===== src/rtl/video_timing_gen.sv =====
// video_timing_gen
//   Parametrised raster timing generator for arcade cores. Runs pixel/line
//   counters, produces registered blanking, sync and blanked RGB, applies
//   frame-synchronous H/V sync offsets with clamping, and emits one-cycle
//   line/frame strobes.
//
// Ports
//   clk_sys      system clock
//   RESET        synchronous active-high reset (works regardless of ce_pix)
//   ce_pix       pixel clock enable; nothing advances while low
//   hoffs        signed H sync offset, units of 2 pixels
//   voffs        signed V sync offset, units of 1 line
//   iRGB         core pixel for the current HPOS/VPOS
//   HPOS/VPOS    current counters, combinational from the counter registers
//   oRGB         registered pixel, forced to 0 while blanked
//   HBLK/VBLK    registered blanking
//   HSYN/VSYN    registered sync at polarity HS_POL/VS_POL
//   line_start   one clk_sys pulse after the ce_pix edge where hcnt wraps
//   frame_start  one clk_sys pulse after the ce_pix edge where both wrap
module video_timing_gen #(
  parameter int H_TOTAL      = 456,
  parameter int H_ACTIVE     = 336,
  parameter int H_SYNC_START = 360,
  parameter int H_SYNC_WIDTH = 24,
  parameter int V_TOTAL      = 262,
  parameter int V_ACTIVE     = 240,
  parameter int V_SYNC_START = 240,
  parameter int V_SYNC_WIDTH = 3,
  parameter bit HS_POL       = 1'b0,
  parameter bit VS_POL       = 1'b0,
  parameter int RGB_W        = 8,
  parameter int OFFS_W       = 5
) (
  input  logic                         clk_sys,
  input  logic                         RESET,
  input  logic                         ce_pix,
  input  logic [OFFS_W-1:0]            hoffs,
  input  logic [OFFS_W-1:0]            voffs,
  input  logic [RGB_W-1:0]             iRGB,
  output logic [$clog2(H_TOTAL)-1:0]   HPOS,
  output logic [$clog2(V_TOTAL)-1:0]   VPOS,
  output logic [RGB_W-1:0]             oRGB,
  output logic                         HBLK,
  output logic                         VBLK,
  output logic                         HSYN,
  output logic                         VSYN,
  output logic                         line_start,
  output logic                         frame_start
);

  localparam int HW = $clog2(H_TOTAL);
  localparam int VW = $clog2(V_TOTAL);

  logic [HW-1:0]     hcnt;
  logic [VW-1:0]     vcnt;
  logic [OFFS_W-1:0] hoffs_l;
  logic [OFFS_W-1:0] voffs_l;
  logic              hblk_q, vblk_q, hsyn_q, vsyn_q;
  logic [RGB_W-1:0]  rgb_q;
  logic              ls_q, fs_q;

  logic h_last, v_last, h_blank, v_blank, hs_act, vs_act;

  // Sync window arithmetic is done in 32-bit signed so that offsets far
  // outside the blank interval clamp cleanly instead of wrapping.
  logic signed [31:0] hoffs_ext, voffs_ext;
  logic signed [31:0] hs_raw, vs_raw, hs_b, vs_b;
  logic signed [31:0] hpos_s, vpos_s;

  always_comb begin
    h_last  = (hcnt == HW'(H_TOTAL - 1));
    v_last  = (vcnt == VW'(V_TOTAL - 1));
    h_blank = (hcnt >= HW'(H_ACTIVE));
    v_blank = (vcnt >= VW'(V_ACTIVE));

    hoffs_ext = {{(32-OFFS_W){hoffs_l[OFFS_W-1]}}, hoffs_l};
    voffs_ext = {{(32-OFFS_W){voffs_l[OFFS_W-1]}}, voffs_l};
    hs_raw    = H_SYNC_START + 2 * hoffs_ext;
    vs_raw    = V_SYNC_START + voffs_ext;

    // Clamping keeps sync entirely inside the blank interval.
    hs_b = hs_raw;
    if (hs_raw < H_ACTIVE)                     hs_b = H_ACTIVE;
    else if (hs_raw > H_TOTAL - H_SYNC_WIDTH)  hs_b = H_TOTAL - H_SYNC_WIDTH;
    vs_b = vs_raw;
    if (vs_raw < V_ACTIVE)                     vs_b = V_ACTIVE;
    else if (vs_raw > V_TOTAL - V_SYNC_WIDTH)  vs_b = V_TOTAL - V_SYNC_WIDTH;

    hpos_s = {{(32-HW){1'b0}}, hcnt};
    vpos_s = {{(32-VW){1'b0}}, vcnt};
    hs_act = (hpos_s >= hs_b) && (hpos_s < hs_b + H_SYNC_WIDTH);
    vs_act = (vpos_s >= vs_b) && (vpos_s < vs_b + V_SYNC_WIDTH);
  end

  always_ff @(posedge clk_sys) begin
    if (RESET) begin
      hcnt    <= '0;
      vcnt    <= '0;
      hblk_q  <= 1'b1;
      vblk_q  <= 1'b1;
      hsyn_q  <= ~HS_POL;
      vsyn_q  <= ~VS_POL;
      rgb_q   <= '0;
      ls_q    <= 1'b0;
      fs_q    <= 1'b0;
      hoffs_l <= hoffs;
      voffs_l <= voffs;
    end else begin
      ls_q <= 1'b0;
      fs_q <= 1'b0;
      if (ce_pix) begin
        if (h_last) begin
          hcnt <= '0;
          vcnt <= v_last ? '0 : vcnt + VW'(1);
        end else begin
          hcnt <= hcnt + HW'(1);
        end
        // Outputs are taken from the pre-edge position: one pixel behind HPOS.
        hblk_q <= h_blank;
        vblk_q <= v_blank;
        rgb_q  <= (h_blank || v_blank) ? '0 : iRGB;
        hsyn_q <= hs_act ? HS_POL : ~HS_POL;
        vsyn_q <= vs_act ? VS_POL : ~VS_POL;
        ls_q   <= h_last;
        fs_q   <= h_last && v_last;
        // Offsets only change at the frame boundary, so sync never tears.
        if (h_last && v_last) begin
          hoffs_l <= hoffs;
          voffs_l <= voffs;
        end
      end
    end
  end

  assign HPOS        = hcnt;
  assign VPOS        = vcnt;
  assign oRGB        = rgb_q;
  assign HBLK        = hblk_q;
  assign VBLK        = vblk_q;
  assign HSYN        = hsyn_q;
  assign VSYN        = vsyn_q;
  assign line_start  = ls_q;
  assign frame_start = fs_q;

endmodule

===== config.mk =====
export PLATFORM = sky130hd
export DESIGN_NAME = video_timing_gen
export DESIGN_NICKNAME = d
export VERILOG_FILES = /design/src/rtl/video_timing_gen.sv
export SDC_FILE = /design/constraint.sdc
export NUM_CORES = 1
export LEC_CHECK = 0
export ABC_AREA = 0
export BUFFER_PORTS_ARGS = -buffer_cell sky130_fd_sc_hd__buf_2
export CORE_MARGIN = 1
export CORE_UTILIZATION = 59
export DETAILED_ROUTE_END_ITERATION = 12
export GPL_ROUTABILITY_DRIVEN = 0
export PLACE_DENSITY = 0.87
export SETUP_SLACK_MARGIN = 0.02
export SLEW_MARGIN = 20
export SYNTH_ARGS = -nofsm -noshare
export SYNTH_HDL_FRONTEND = slang
export SYNTH_SLANG_ARGS = --single-unit

===== constraint.sdc =====
create_clock -name clk_sys -period 7.1 [get_ports clk_sys]
set_clock_uncertainty 0.2 [all_clocks]
set_input_delay 0.355 -clock clk_sys [delete_from_list [all_inputs] [get_ports clk_sys]]
set_output_delay 0.355 -clock clk_sys [all_outputs]
set_load 0.1 [all_outputs]

==> summary.md, run 1 <==
| Metric | Value |
|---|---|
| Status | `finished, final reports clean` |
| Sequential Power Share | `around 50%` |
| Final WL | `4.923 mm` |
| Row cnt | `23` |
| Layout area overhead | `15.47%` |
| Crit path launch | `hoffs_l[2]` |
| Main synth FF type | `dfxtp_1` |
| Pleak | `~1.3 nW` |
| Hold Buf Count CTS | `0` |
| Max clock buf depth | `2` |
| DR vias/cell | `5.469` |
| Worst-path maximum fanout | `8` |
| CTS root buffer | `clkbuf_8` |
| Synth Warn # | `0` |
| Yosys reg bits | `42` |
| Slew @ Worst Pin | `526.9 ps` |
| CTS Buf Count | `5` |
| HP Class | `in -> reg` |
| GRT Resource Usage Total | `roughly 24%` |
| Sw Pwr | `between 150 and 200 uW` |
| Multi-input gate area | `roughly 1400 sq um` |
| Gate power share | `slightly above 20%` |
| Synth area leaders | `dfxtp_1 26%, ha_1 18%, edfxtp_1 12%, nor2_1 6.1%, xnor2_1 3.5%` |
| Fillcell total | `a little over 300` |
| Internal power | `357.3 uW` |
| Initial DRC Count | `70` |
| Final net count | `~370` |
| Final cell utilization of the core | `a little under three quarters` |
| Reg-to-reg startpoint | `hoffs_l[2]` |
| Antenna cells | `0` |
| Port Buf Inserts | `52` |
| First-pass GRT wire length | `around 8 mm` |
| Die Y | `66.77 um` |
| Placed Area | `around 2800 sq um` |
| Core Box Area | `around 4000 sq um` |
| Period utilization | `between 40% and 50%` |
| Clock share of power | `between 20% and 30%` |
| I/O pin cnt | `53` |
| Post-synth ARST share | `0%` |
| Min Tclk post-route | `3470 ps` |
| Final ANT Viol Nets | `0` |
| Final standard cell area without fillers | `about 2900 sq um` |
| Final Power | `around 520 uW` |
| MaxCap Viol Count | `0` |
| Yosys top cell area share | `25.88%` |
| Setup WS post-layout | `3630 ps` |
| Yosys cell types | `48` |
| CP Class | `reg -> reg` |
| Post-CTS Setup Repair Bufs | `0` |
| Wire per inst | `~13 um` |
| TNS Setup | `0 ps` |
| Post-DP HPWL | `roughly 3.8 mm` |
| Post-cts resize count | `0` |
| Cells after Synth | `between 200 and 300` |
| RSZ-0062 raised after global routing | `false` |
| Initial Utilization | `just over 60%` |
| # clock sinks | `42` |
| Via count | `2018` |
| CTS tree | `built` |
| Net Sw Frac | `a little under a third` |
| Startpoint Class | `flop` |
| Reg clk slew, reported paths | `~90 ps` |
| Max transition margin | `between 60% and 70%` |
| Die X | `between 60 and 70 um` |
| Net Count, Synth | `320` |
| Sequential fraction of the synthesis area | `38.02%` |
| Dpl ws | `3635 ps` |
| EDFF count, synth | `10` |
| Sequential cell area | `between 900 and 1000 sq um` |
| Synth area leader | `dfxtp_1` |
| Worst skew pair latency | `~300 ps` |
| Final setup fails | `0` |
| Synthesized area | `approximately 2500 sq um` |
| Fin. max-slew vios | `0` |
| Commonest non-fill, non-tap cell in the layout | `buf_2` |
| VDD IR max | `around 0.00014 V` |
| Initial antenna violation count | `0` |
| H-tree depth | `2` |
| Hold Violations, Final | `0` |
| Post-Synthesis Mean Instance Area | `9.375 sq um` |
| Commonest cells after routing, fill and taps aside | `52 x buf_2, 40 x nor2_1, 35 x ha_1, 32 x dfxtp_1, 17 x inv_1` |
| Largest net degree at the start of global routing | `21` |
| PD cells | `about 180 nW/um^2` |
| Pre-antenna DRT Iters | `4` |
| Arrival time worst endpoint | `around 3500 ps` |
| Hold Startpoint | `hoffs[2]` |
| Crit end category | `flop` |
| Fmax | `288.2 MHz` |
| GR Overflow Total | `0` |
| Total die area | `approximately 4500 sq um` |
| Vias in the first global route | `roughly 1800` |
| Required @ worst endpoint | `7150 ps` |
| Layout cell share with drive strength beyond 1 | `between 20% and 30%` |
| Post-route DRC | `0` |
## synth_stat cells (4+ instances only)
library cell / n
xor2_1: 7
ha_1: 35
nand2_1: 16
nand4_1: 6
a21o_1: 4
nand2b_1: 7
nor2_1: 40
dfxtp_1: 32
edfxtp_1: 10
a21oi_1: 9
a22oi_1: 9
and3_1: 4
o21ai_0: 8
xnor2_1: 10
inv_1: 17
nand3_1: 5
## stage by stage
| stage | instances | hold slack, ps |
|---|---|---|
| after floorplan | 264 | 253.9 |
| after global placement | 361 | 260.4 |
| after detailed placement | 361 | 282.4 |
| after CTS | 369 | 25.34 |
| after global routing | 369 | 24.72 |
| final | 369 | 28.25 |
## worst paths after layout
check	endpoint	slack (ps)	cells past startpoint
setup / recovery	HSYN	3630	13
hold / removal	hoffs_l[2]	30	1
setup reg to reg	HSYN	3630	13
hold reg to reg	HSYN	300	1
## power by group through the flow
stage                     registers [mW]  logic, mW  clock network (mW)
after floorplan                    0.297     0.0521                   0
after global placement             0.266      0.103                   0
after detailed placement           0.266      0.106                   0
after CTS                          0.260      0.107               0.157
after global routing               0.262      0.117               0.164
final                              0.260      0.106               0.155
## critical path, cell delays in order, from the launching register on
cell and delay (ps):
edfxtp_1 450, ha_1 190, ha_1 290, inv_1 110, or2_2 310, o22ai_1 210, nand2_1 90, ha_1 290
o21ai_0 160, a31oi_1 60, or2_2 270, maj3_1 330, a221oi_1 290, o32a_1 170
## per-layer routing
layer  vias to the layer above  wire length (um)  global-route usage [%]
met3                         6               158                   3.767
li1                       1040                 -                       -
met2                        35              2482                   42.80
met1                       937              2211                   29.36
met5                         -                 0                       0
met4                         0                70                   10.11
## registers in the layout (all words and copies together) (netlist names), 5 cells and up
name     cells
HPOS         9
VPOS         9
oRGB         8
hoffs_l      5
voffs_l      5
## cell type report
type	instances	area share, %
sequential	42	32.92
tap	50	2.189
clock inverter	3	0.7005
multi-input combinational	199	50.31
timing repair buffer	52	9.107
clock buffer	5	2.408
inverter	18	2.364
## logic make-up after synthesis
kind of cell / after synthesis / synth area share (%)
and+or+nand+nor: 98 / 20.37
buffers and inverters: 23 / 3.892
other: 1 / 0.1515
xor gates and xnor gates: 17 / 6.016
DFF: 42 / 38.02
AOI/OAI and AO/OA: 45 / 12.59
adders and majority gates: 36 / 18.10
muxes: 2 / 0.8594
Note: power is estimated with default switching activity, not from simulation.
==> run 2: changes to the inputs <==
Settings changed: ABC_AREA 0 to 1, CORE_UTILIZATION 59 to 49, PLACE_DENSITY 0.87 to 0.77.
Clock period 7.1 ns to 3.13 ns, I/O delays scaled along.
==> run 2 against run 1 <==
  * Critical path depth increased by 5
  * Via count increased by 18%
  * Total power increased by 130%
  * Register-to-register slack got worse by 3400 ps
  * Area after synthesis increased by 3.2%
  * Global-route usage decreased by 1.9 points
  * Non-clock buffer count increased by 23
  * Synthesized cell count increased by 23%
  * Maximum frequency increased by 20%
  * Critical path type unchanged
  * Highest routed layer unchanged
==> summary.md, run 2 <==
| Metric | Value |
|---|---|
| Via count | `around 2400` |
| Vias in the first global route | `2253` |
| Total die area | `5507 sq um` |
| Commonest cells after routing, fill and taps aside | `54 x nand2_1, 52 x buf_2, 45 x inv_1, 33 x ha_1, 32 x dfxtp_1` |
| Main synth FF type | `dfxtp_1` |
| Most common cell in the netlist | `nand2_1` |
| Final net count | `around 460` |
| Reg clk slew, reported paths | `80 ps` |
| Net Count, Synth | `roughly 380` |
| Yosys top cell area share | `roughly 25%` |
| Commonest non-fill, non-tap cell in the layout | `nand2_1` |
| Synth area leaders | `dfxtp_1 25%, ha_1 17%, edfxtp_1 12%, nand2_1 8.4%, inv_1 6.6%` |
| Synth Warn # | `0` |
| Largest stage delay, worst path | `about 430 ps` |
| First-pass GRT wire length | `around 9.5 mm` |
| TNS Setup | `0 ps` |
| DR vias/cell | `slightly above 5` |
| Initial antenna violation count | `0` |
| Largest net degree at the start of global routing | `25` |
| CP Class | `reg -> reg` |
| Buf+Inv Stages, Crit Path | `1` |
| Slowest CP cell | `edfxtp_1` |
| Status | `finished, final reports clean` |
| MaxCap Viol Count | `0` |
| Final cell utilization of the core | `~66%` |
| Min Tclk post-route | `between 2000 and 3000 ps` |
| Post-Synthesis Mean Instance Area | `7.861 sq um` |
| Core Box Area | `between 4000 and 5000 sq um` |
| GR Overflow Total | `0` |
| Fillcell total | `between 400 and 500` |
| Synthesized area | `roughly 2600 sq um` |
| Hold path cells | `4` |
| Synth area leader | `dfxtp_1` |
| # clock sinks | `42` |
| Pre-antenna DRT Iters | `4` |
| Post-DP HPWL | `between 4 and 5 mm` |
| Sequential Power Share | `between 40 and 50%` |
| H-tree depth | `2` |
| Hold Violations, Final | `0` |
| Die X | `roughly 74 um` |
| Final WL | `about 5.8 mm` |
| I/O pin cnt | `53` |
| Initial DRC Count | `between 100 and 150` |
| Critical Path Stages | `18` |
| Layout area overhead | `25.76%` |
| Max transition margin | `around 54%` |
| Hold Startpoint | `ce_pix` |
| Crit end category | `flop` |
| Worst skew pair latency | `~300 ps` |
| Post-route DRC | `0` |
| Critical-path cell list | `ha_2, ha_4, inv_1, nand2_1, nand2_1, nand2_2, nand2_1, nand2_2, nand2_1, xor2_1, ha_1, a21oi_1, o221ai_1, a21o_1, a21oi_1, nand2_1, nand2_1, nand2_1` |
| Antenna cells | `0` |
| Setup WS post-layout | `between 200 and 250 ps` |
| Yosys cell types | `32` |
| Dpl ws | `147.6 ps` |
| Wire per inst | `approximately 12 um` |
| Max clock buf depth | `2` |
| Internal power | `between 800 and 900 uW` |
| Post-synth ARST share | `0%` |
| CTS Buf Count | `5` |
| Pleak | `~1.6 nW` |
| Gate power share | `~23%` |
| Period utilization | `between 90% and 100%` |
| CTS root buffer | `clkbuf_8` |
| Sequential fraction of the synthesis area | `between 30% and 40%` |
| Initial Utilization | `52.36%` |
| Reg-to-reg startpoint | `hoffs_l[3]` |
| Fmax | `about 350 MHz` |
| EDFF count, synth | `10` |
| RSZ-0062 raised after global routing | `false` |
| CTS tree | `built` |
| Worst-path maximum fanout | `3` |
| Required @ worst endpoint | `around 3100 ps` |
| Crit-path leading delay family | `adder cells` |
| Crit path launch | `hoffs_l[3]` |
| Row cnt | `25` |
| Sw Pwr | `around 380 uW` |
| Post-CTS Setup Repair Bufs | `0` |
| Net Sw Frac | `31.20%` |
| Clock share of power | `between 20% and 30%` |
| Cells after Synth | `325` |
| Startpoint Class | `flop` |
| Fin. max-slew vios | `0` |
| Yosys reg bits | `42` |
| HP Class | `in -> reg` |
| Arrival time worst endpoint | `about 2900 ps` |
| Worst r2r path cells | `18` |
| Layout cell share with drive strength beyond 1 | `between 20% and 30%` |
| GRT Resource Usage Total | `a little under a quarter` |
| Final ANT Viol Nets | `0` |
| Final setup fails | `0` |
| Slew @ Worst Pin | `between 600 and 700 ps` |
| Commonest cells post-synth | `57 x nand2_1, 45 x inv_1, 35 x ha_1` |
| PD cells | `between 300 and 400 nW/um^2` |
| Port Buf Inserts | `52` |
| Die Y | `74.21 um` |
| Final Power | `around 1.2 mW` |
| VDD IR max | `~0.00026 V` |
| Cell mode on critical path | `nand2_1` |
==> run 2: cell types whose count changed in the layout (fill, tap and decap cells not counted), moves of 6 or more <==
cell,previous run,this run
a21oi_1,9,30
inv_1,17,45
dlygate4sd3_1,0,19
a22oi_1,9,0
nor3_1,3,9
nand3_1,5,15
xnor2_1,10,1
nand2_1,16,54
nand2b_1,7,0
nor2_1,40,27
==> run 2: kinds of logic after synthesis <==
kind of cell	Yosys count	synth area share, %
flip-flops	42	36.83
XOR/XNOR	9	3.085
other	1	0.1468
adder cells (fa/ha/maj)	35	17.14
buffers and inverters	54	7.933
AND/OR/NAND/NOR	130	23.31
AO/OA/AOI/OAI	54	11.56
==> run 2: power by group through the flow <==
stage               Sequential [mW]  Clock (mW)  Combinational [mW]
floorplan                     0.690           0              0.0990
global placement              0.598           0               0.243
detailed placement            0.599           0               0.248
CTS                           0.586       0.358               0.267
global route                  0.589       0.379               0.298
finish                        0.586       0.353               0.273
==> run 2: final cells by class <==
class                   count  area [sq um]  share of cell area, %
clock buffers               7         86.33                  2.687
inverters                  49         183.9                  5.724
multi-input cells         229          1438                  44.74
flip-flops and latches     42         940.9                  29.28
well taps                  67         83.83                  2.609
repair buffers             75         480.5                  14.95
==> run 2: worst paths after layout <==
kind,to,slack (ps)
setup reg to reg,HSYN,240
hold reg to reg,HBLK,270
setup / recovery,HSYN,240
hold / removal,HPOS[1],50
==> run 2: per-stage QoR <==
step | cells | hold slack, ps | area (sq um)
floorplan | 325 | 34.75 | 2555
CTS | 469 | 53.80 | 3187
global placement | 443 | 132.9 | 2910
detailed placement | 443 | 134.6 | 2910
global route | 469 | 112.1 | 3213
finish | 469 | 49.56 | 3213
==> run 2: what timing repair did <==
item,in CTS,in global routing
resized for setup,0,6
setup endpoints to repair,0,1
hold buffers,19,0
endpoints found under the hold margin,21,0
==> run 2: layer usage <==
layer	vias to the layer above	global-route usage, %	wire (um)
li1	1231	-	-
met5	-	0	0
met2	50	40.71	2888
met3	10	3.523	193
met4	0	10.69	108
met1	1090	26.08	2568
==> run 2: worst reg2reg max path, delay by kind of cell (launching register included) <==
| family | cells | cell delay, ps |
|---|---|---|
| AO/OA/AOI/OAI | 4 | 540 |
| XOR/XNOR | 1 | 150 |
| adder cells (fa/ha/maj) | 3 | 810 |
| buffers and inverters | 1 | 30 |
| flip-flops | 1 | 430 |
| AND/OR/NAND/NOR | 9 | 630 |
==> run 3: changes to the inputs <==
Settings changed: CORE_MARGIN 1 to 3, RECOVER_POWER set to 50.
==> run 3 against run 2 <==
  * Via count up 1.3%
  * Worst setup slack lost 73 ps
  * Die area is 11% higher
  * Utilization fell by 0.41 points
  * Clock power increased by 3%
  * Routed wire length is 4.2% higher
  * Count of clock-buffer cells in the layout decreased by 1
  * Non-clock buffer count is the same
  * Total power up 1.0%
  * Sequential share of layout area rose by 0.18 points
  * First-iteration DRC count up 20%
  * Hold slack worse by 3.7 ps
  * Highest routed layer unchanged
==> summary.md, run 3 (synthesized netlist as in run 2, its figures left out) <==
| Metric | Value |
|---|---|
| Status | `finished, final reports clean` |
| Initial antenna violation count | `0` |
| DR vias/cell | `5.132` |
| Critical-path cell list | `ha_1, ha_4, inv_1, nand2_1, nand2_1, nand2_1, nand2_2, nand2_2, nand2_1, xor2_1, ha_1, a21oi_2, o221ai_2, a21o_1, a21oi_1, nand2_1, nand2_1, nand2_1` |
| GRT Resource Usage Total | `between 20% and 30%` |
| Uppermost layer routed | `met4` |
| Commonest non-fill, non-tap cell in the layout | `nand2_1` |
| PD cells | `between 300 and 400 nW/um^2` |
| I/O pin cnt | `53` |
| Post-route DRC | `0` |
| Met2 WL | `3.117 mm` |
| Wl on met1 | `2.484 mm` |
| Layout area overhead | `24.98%` |
| Startpoint Class | `flop` |
| Multi-input gate area | `about 1400 sq um` |
| VDD IR max | `0.0002874 V` |
| HP Class | `in -> reg` |
| Required @ worst endpoint | `between 3000 and 4000 ps` |
| Period utilization | `between 90% and 100%` |
| Pre-antenna DRT Iters | `4` |
| Min Tclk post-route | `2967 ps` |
| Arrival time worst endpoint | `around 3000 ps` |
| MaxCap Viol Count | `0` |
| Row cnt | `25` |
| Hold Violations, Final | `0` |
| TNS Setup | `0 ps` |
| Core Box Area | `4880 sq um` |
| Worst skew pair latency | `300 ps` |
| Crit end category | `flop` |
| Largest stage delay, worst path | `between 400 and 500 ps` |
| Via count | `2412` |
| Die X | `a little under 80 um` |
| Final cell utilization of the core | `around two thirds` |
| Reg clk slew, reported paths | `80 ps` |
| Slowest CP cell | `edfxtp_1` |
| Largest net degree at the start of global routing | `25` |
| CP Class | `reg -> reg` |
| Initial Utilization | `approximately 52%` |
| Antenna cells | `0` |
| Initial DRC Count | `140` |
| Slew @ Worst Pin | `between 1000 and 1500 ps` |
| Sequential cell area | `between 900 and 1000 sq um` |
| First-pass GRT wire length | `roughly 10 mm` |
| Post-DP HPWL | `~4.4 mm` |
| Cell mode on critical path | `nand2_1` |
| Met3 routed WL | `256 um` |
| Layout cell share with drive strength beyond 1 | `~14%` |
| Port Buf Inserts | `52` |
| # clock sinks | `42` |
| CTS tree | `built` |
| Fmax | `between 300 and 400 MHz` |
| Vias in the first global route | `between 2000 and 2500` |
| Final setup fails | `0` |
| Final WL | `between 5 and 6 mm` |
| Worst-path maximum fanout | `3` |
| Total die area | `6117 sq um` |
| CTS root buffer | `clkbuf_8` |
| FF-to-FF setup slack | `160 ps` |
| Pleak | `1.457 nW` |
| Max clock buf depth | `2` |
| Wire per inst | `12.76 um` |
| Final ANT Viol Nets | `0` |
| Fillcell total | `445` |
| Die Y | `just under 80 um` |
| CTS Buf Count | `5` |
| GR Overflow Total | `0` |
| Max transition margin | `between 10% and 20%` |
| Fin. max-slew vios | `0` |
| Final net count | `458` |
| H-tree depth | `2` |
| Commonest cells after routing, fill and taps aside | `54 x nand2_1, 45 x inv_1, 34 x ha_1, 32 x dfxtp_1, 29 x a21oi_1` |
[run 3: cell types whose count changed in the layout (fill, tap and decap cells not counted), sizes merged]
cell    before  now
clkbuf       7   34
clkinv       0    1
inv         49   50
buf         56   28
[run 3: worst paths after layout]
check / start / endpoint / cells past startpoint
max: hoffs_l[3] / HSYN / 18
min: ce_pix / HPOS[1] / 4
max reg2reg: hoffs_l[3] / HSYN / 18
min reg2reg: HBLK / HBLK / 2
[run 3: power by group]
| group | switching [mW] | total [mW] | internal, mW |
|---|---|---|---|
| clock | 0.186 | 0.364 | 0.178 |
| combinational | 0.194 | 0.274 | 0.0807 |
| sequential | 0.0111 | 0.587 | 0.575 |
| total | 0.391 | 1.22 | 0.834 |
[run 3: timing repair]
action,CTS,global route
buffers inserted,0,0
hold buffers,19,0
endpoints found under the setup margin,0,1
resized for setup,0,8
endpoints found under the hold margin,23,0
[run 3: cell type report]
cell class / instances / area share, %
multi-input cells: 229 / 45.26
flip-flops and latches: 42 / 29.47
repair buffers: 75 / 13.95
inverters: 49 / 5.760
well taps: 67 / 2.625
clock buffers: 6 / 2.586
clock inverters: 2 / 0.3527
[run 3: worst max-delay path: cells and delay by family, from the launching register on]
family	cells	cell delay, ps
AND/OR/NAND/NOR	9	630
flip-flops	1	420
XOR/XNOR	1	150
AO/OA/AOI/OAI	4	580
buffers and inverters	1	40
adder cells (fa/ha/maj)	3	850
[run 3: per-layer routing]
metal / global-route usage (%) / vias up
met5: 0 / -
met4: 8.392 / 0
met3: 4.014 / 12
met2: 37.76 / 51
met1: 24.89 / 1116
li1: - / 1233
[run 3: stage by stage]
step / cells / worst slack [ps] / hold slack [ps] / instance area [sq um] / power, mW
after floorplan: 325 / 270.3 / 34.75 / 2555 / 0.7894
after global placement: 443 / 257.0 / 133.0 / 2910 / 0.8408
after detailed placement: 443 / 154.2 / 134.6 / 2910 / 0.8473
after CTS: 470 / 135.9 / 49.94 / 3194 / 1.226
after global routing: 470 / -8.529 / 99.78 / 3193 / 1.287
final: 470 / 163.0 / 45.86 / 3193 / 1.225
